### src/rtl/inst_fetch_issuer_pkg.sv
// Shared widths and the instruction-queue entry layout for the fetch issuer.
package inst_fetch_issuer_pkg;

    localparam int XLEN     = 32;
    localparam int INST_LEN = 32;

    typedef struct packed {
        logic [XLEN-1:0]     pc;
        logic [INST_LEN-1:0] inst;
    } q_entry_t;

endpackage

### src/rtl/inst_fetch_issuer_pc_track_fifo.sv
// Two-entry FIFO of issued fetch addresses, popped in order as read responses return.
module pc_track_fifo
    import inst_fetch_issuer_pkg::*;
(
    input  logic            clk,
    input  logic            reset,
    input  logic            push,
    input  logic [XLEN-1:0] push_pc,
    input  logic            pop,
    output logic [XLEN-1:0] head_pc
);

    logic [XLEN-1:0] slots [2];
    logic            wr_ptr;
    logic            rd_ptr;
    logic [1:0]      count;

    // NOTE: sequential state uses non-blocking assignments so every register samples pre-edge values.
    always_ff @(posedge clk or posedge reset) begin
        if (reset) begin
            wr_ptr <= 1'b0;
            rd_ptr <= 1'b0;
            count  <= 2'd0;
        end else begin
            if (push) wr_ptr <= ~wr_ptr;
            if (pop)  rd_ptr <= ~rd_ptr;
            count <= count + {1'b0, push} - {1'b0, pop};
        end
    end

    // NOTE: storage is not reset; the count and pointers alone decide which slots hold live data.
    always_ff @(posedge clk) begin
        if (push) slots[wr_ptr] <= push_pc;
    end

    assign head_pc = slots[rd_ptr];

    // The issuer's in-flight cap keeps the FIFO from over- or under-flowing.
    assert property (@(posedge clk) disable iff (reset) push |-> (count != 2'd2));
    assert property (@(posedge clk) disable iff (reset) pop  |-> (count != 2'd0));

endmodule

### src/rtl/inst_fetch_issuer.sv
// Instruction fetch issuer: issues word reads, pairs in-order responses with their pc,
// and forwards them to the instruction queue, discarding responses made stale by a redirect.
module inst_fetch_issuer
    import inst_fetch_issuer_pkg::*;
#(
    parameter logic [XLEN-1:0] RESET_PC     = 32'h0000_0000,
    parameter int              MAX_INFLIGHT = 2
) (
    input  logic                     clk,
    input  logic                     reset,
    input  logic                     redirect_valid,
    input  logic [XLEN-1:0]          redirect_pc,
    output logic                     ireq_valid,
    input  logic                     ireq_ready,
    output logic [XLEN-1:0]          ireq_addr,
    input  logic                     iresp_valid,
    input  logic [INST_LEN-1:0]      iresp_data,
    input  logic                     q_wready,
    output logic                     q_wvalid,
    output logic [XLEN+INST_LEN-1:0] q_wdata,
    output logic                     q_kill
);

    localparam logic [1:0] MAX_INF = 2'(MAX_INFLIGHT);

    logic [XLEN-1:0] pc;
    logic [1:0]      inflight;
    logic [1:0]      inflight_next;
    logic [1:0]      drop_cnt;
    logic [1:0]      drop_next;
    logic            accept;
    logic [XLEN-1:0] head_pc;
    q_entry_t        entry;

    assign ireq_addr  = pc;
    assign ireq_valid = !reset && (inflight < MAX_INF) && q_wready && !redirect_valid;
    assign accept     = ireq_valid && ireq_ready;
    assign q_kill     = !reset && redirect_valid;
    assign q_wvalid   = !reset && iresp_valid && (drop_cnt == 2'd0) && !redirect_valid;

    assign entry.pc   = head_pc;
    assign entry.inst = iresp_data;
    assign q_wdata    = entry;

    // NOTE: every always_comb output gets a default first so no path can infer a latch.
    always_comb begin
        inflight_next = inflight;
        drop_next     = drop_cnt;

        if (accept && !iresp_valid)
            inflight_next = inflight + 2'd1;
        else if (!accept && iresp_valid)
            inflight_next = inflight - 2'd1;

        // A redirect condemns everything still outstanding, including a response arriving now.
        if (redirect_valid)
            drop_next = iresp_valid ? inflight - 2'd1 : inflight;
        else if (iresp_valid && (drop_cnt != 2'd0))
            drop_next = drop_cnt - 2'd1;
    end

    always_ff @(posedge clk or posedge reset) begin
        if (reset) begin
            pc       <= RESET_PC;
            inflight <= 2'd0;
            drop_cnt <= 2'd0;
        end else begin
            inflight <= inflight_next;
            drop_cnt <= drop_next;
            if (redirect_valid)
                pc <= redirect_pc;
            else if (accept)
                pc <= pc + 32'd4;
        end
    end

    pc_track_fifo u_pc_fifo (
        .clk     (clk),
        .reset   (reset),
        .push    (accept),
        .push_pc (pc),
        .pop     (iresp_valid),
        .head_pc (head_pc)
    );

    assert property (@(posedge clk) disable iff (reset) iresp_valid |-> (inflight != 2'd0));
    assert property (@(posedge clk) disable iff (reset) redirect_valid |-> (redirect_pc[1:0] == 2'b00));

endmodule

### config.mk
export PLATFORM = sky130hd
export DESIGN_NAME = inst_fetch_issuer
export DESIGN_NICKNAME = d
export VERILOG_FILES = /design/src/rtl/inst_fetch_issuer_pkg.sv /design/src/rtl/inst_fetch_issuer_pc_track_fifo.sv /design/src/rtl/inst_fetch_issuer.sv
export SDC_FILE = /design/constraint.sdc
export NUM_CORES = 1
export LEC_CHECK = 0
export BUFFER_PORTS_ARGS = -buffer_cell sky130_fd_sc_hd__buf_2
export CELL_PAD_IN_SITES_DETAIL_PLACEMENT = 1
export CELL_PAD_IN_SITES_GLOBAL_PLACEMENT = 2
export CORE_MARGIN = 2
export CORE_UTILIZATION = 32
export CTS_CLUSTER_SIZE = 16
export DETAILED_ROUTE_END_ITERATION = 8
export PLACE_DENSITY_LB_ADDON = 0.1
export SYNTH_ARGS = -nofsm -noshare
export SYNTH_HDL_FRONTEND = slang
export SYNTH_SLANG_ARGS = --single-unit
export TNS_END_PERCENT = 10
### constraint.sdc
create_clock -name clk -period 3.56 [get_ports clk]
set_input_delay 0.534 -clock clk [delete_from_list [all_inputs] [get_ports clk]]
set_output_delay 0.534 -clock clk [all_outputs]
set_load 0.005 [all_outputs]
==> summary by stage <==
CTS
Buffers inserted during clock tree synthesis total 9. The H-tree was split into 3 levels. The maximum buffer depth of the clock tree is 2.

The quantity of gates resized following cts is 0. The CTS tree is done. For this design, the CTS-stage hold fixing added 0 buffers. After clock tree synthesis, the clock-pin slew on the worst setup and hold paths is around 70 ps.

The clock latency on the worst-skew pair is 350 ps. The master cell of the clock root buffer is clkbuf_16. The total clock sinks is 102.

The buffer count from post-CTS setup fixing is 0.

Place
The routability-driven placement congestion ratio is between 0.7 and 0.8. In this run the tool buffered the top-level ports with 104 buffer cells. Before CTS, the worst setup slack after placement is 865 ps. The HPWL reported at the end of detailed placement is 7900 um.

Yosys
By count the netlist is led by edfxtp_1 (64), dfrtp_1 (38), mux2_2 (34). The top cell type by total area after synthesis is edfxtp_1. Counting flops and latches in the post-synthesis netlist gives 102.

Synthesis produced a netlist whose cell count is 381. The sequential-to-total area share from yosys stat is 0.602. The number of nets in the synthesized netlist is 453.

The post-synthesis instance area is 4770 um^2. The number of warnings printed during yosys synthesis is 0. Yosys attributes the largest share of cell area to edfxtp_1 (40%), dfrtp_1 (20%), mux2_2 (8.0%).

The most used flip-flop cell after synthesis is edfxtp_1. The fraction of registers with async set/reset is 0.373. The average instance in the mapped netlist occupies roughly 13 um^2. Counting flops with a built-in enable in the synthesized netlist gives 64. The fraction of synthesized cell area taken by the top area cell type is 0.403. In this run, distinct cell masters in the synthesized netlist total 44.

Yosys instantiated no cell more often than edfxtp_1.

STA
The number of endpoints with negative hold slack in the final report is 0. After layout, the minimum clock period comes to between 2000 and 3000 ps. The max-slew violation count is 0. The worst slew margin relative to its limit is 0.401.

The achievable clock frequency is 380 MHz. Setup repair after global routing left no endpoint under its margin. Once routing completed, OpenROAD measured the worst setup slack at approximately 930 ps. The final cycle utilization of the critical path is 0.738. Setup violations remaining at the end of the flow were counted as 0. The measured slew at the worst slew-check pin is 897 ps. For the final routed database, the setup TNS stands at 0 ps.

The clock tree skew after final layout is 6.77 ps.

Power
The leakage component of the power is 0.00216 uW. The design draws 3210 uW. The worst IR drop on VDD is approximately 270 uV. The total power density per cell area is 571 nW/um^2.

Worst setup path
The data arrival time of the worst path is 2850 ps. The type of destination of the critical path is a flop. The worst endpoint required time is 3780 ps.

Along the worst path, the maximum fanout reaches 9. The type of origin of the critical path is a flop. The setup path with the least slack is of type reg2reg.

GRT
The maximum number of pins on one net before global-route repair is between 50 and 60. The number of global-route vias before repair is 3,425. The first global-routing pass estimated 18,900 um of wire. The global routing usage summed across all routing layers is 0.154. The leftover overflow at the end of global routing is 0. The number of antenna violations at the first check in global routing is 0.

Drt
The number of DRC violations after detailed routing is 0. The remaining number of nets flagged by the antenna check after routing is 0. After detailed routing, the total wire length is 11,800 um. The number of vias in the routed layout is approximately 3,200. The detailed-route wire length per cell is 18.4 um. In this run, the number of DRC markers left after iteration 0 of detailed routing was 180. The first detailed-routing pass ran for 4 iterations.

The via-per-instance ratio is 5.05.

Run status
The flow ran to the end, and the final reports show no timing, DRC or antenna violations.

Layout
After filler insertion, the fill cell instance count of the layout stands at 1,589. The count of inserted antenna diode cells is 0. The net total in the final layout is 523. The share of final-layout standard cells stronger than drive strength 1 is 0.377. The synthesis-to-layout area growth is 17.7%.

Floorplanning
The die is 126 um wide. After floorplanning, the core was divided into 44 placement rows. In this run the count of I/O pins placed on the die edge is around 170. The initial cell density of the core is 0.328. In this run the standard cell core region covers 14,500 um^2. The floorplan step defined a die boundary enclosing 15,900 um^2. The floorplan step set the die height to ~130 um.

Hold path
The min-delay analysis places its worst path in the category in2reg.

Job
Across the run, the number of max-cap violations was 0.
==> layout by cell type, fill, tap and decap left out, drive strengths merged, types with 3 or more instances in the layout <==
master / count
a21oi: 7
buf: 110
nor2: 14
o211ai: 5
xor2: 9
nand3: 18
nor2b: 4
nor4: 10
a22oi: 6
clkbuf: 11
and3: 3
edfxtp: 64
mux2: 34
or4: 9
nand3b: 4
mux2i: 4
a221o: 6
nor3: 6
o21ai: 18
xnor2: 4
dfrtp: 38
nand2: 24
nor3b: 3
nand4: 13
inv: 9
==> worst max-delay path, stage by stage (launching register included) <==
cell	delay, ps
dfrtp_1	520
ha_1	340
inv_1	100
or4_2	770
or4_1	580
nand3b_1	100
o211ai_1	80
==> power breakdown <==
group | switching (uW) | total [uW] | internal, uW
combinational | 268 | 621 | 353
clock | 425 | 1060 | 637
sequential | 159 | 1520 | 1360
total | 852 | 3210 | 2350
==> kinds of logic after synthesis <==
| group | share of synthesized area |
|---|---|
| flip-flops | 0.602 |
| adder cells (fa/ha/maj) | 0.00525 |
| XOR/XNOR | 0.0239 |
| multiplexers | 0.0887 |
| buffers and inverters | 0.0716 |
| AO/OA/AOI/OAI | 0.0727 |
| AND/OR/NAND/NOR | 0.136 |
==> state kept, by name (all words and copies together) (netlist names) <==
name / cells
u_pc_fifo.slots: 64
ireq_addr: 32
drop_cnt: 2
inflight: 2
u_pc_fifo.rd_ptr: 1
u_pc_fifo.wr_ptr: 1
==> area by class of cell <==
class | count | area, um^2 | share of cell area
timing repair buffer | 110 | 591 | 0.105
sequential | 102 | 2870 | 0.512
tap | 184 | 230 | 0.0410
clock inverter | 5 | 81.3 | 0.0145
inverter | 8 | 30.0 | 0.00535
clock buffer | 11 | 243 | 0.0433
multi-input combinational | 220 | 1560 | 0.279
==> final timing paths <==
check / startpoint / to / slack (ps) / cells past startpoint
max: ireq_addr[2] / ireq_addr[20] / 930 / 6
min: redirect_pc[3] / ireq_addr[3] / 400 / 3
max reg2reg: ireq_addr[2] / ireq_addr[20] / 930 / 6
min reg2reg: ireq_addr[1] / u_pc_fifo.slots[0][1] / 500 / 0
max in group asynchronous: reset / ireq_addr[16] / 2590 / 2
min in group asynchronous: reset / ireq_addr[7] / 410 / 2
==> stage by stage <==
stage | cells | utilization | area [um^2] | hold slack (ps)
global route | 640 | 0.386 | 5610 | 390
finish | 640 | 0.386 | 5610 | 395
detailed placement | 624 | 0.364 | 5290 | 483
CTS | 640 | 0.386 | 5610 | 385
floorplan | 381 | - | 4770 | 461
global placement | 624 | 0.364 | 5290 | 482
==> metal layers <==
layer | part of all wire | vias to the layer above | track usage | routed length (um)
li1 | - | 1532 | - | -
met4 | 0.023 | 0 | 0.0756 | 270
met1 | 0.46 | 1596 | 0.205 | 5470
met3 | 0.042 | 25 | 0.0268 | 496
met5 | 0 | - | 0 | 0
met2 | 0.47 | 78 | 0.244 | 5540
No activity file was read; power rests on OpenSTA's default activity.
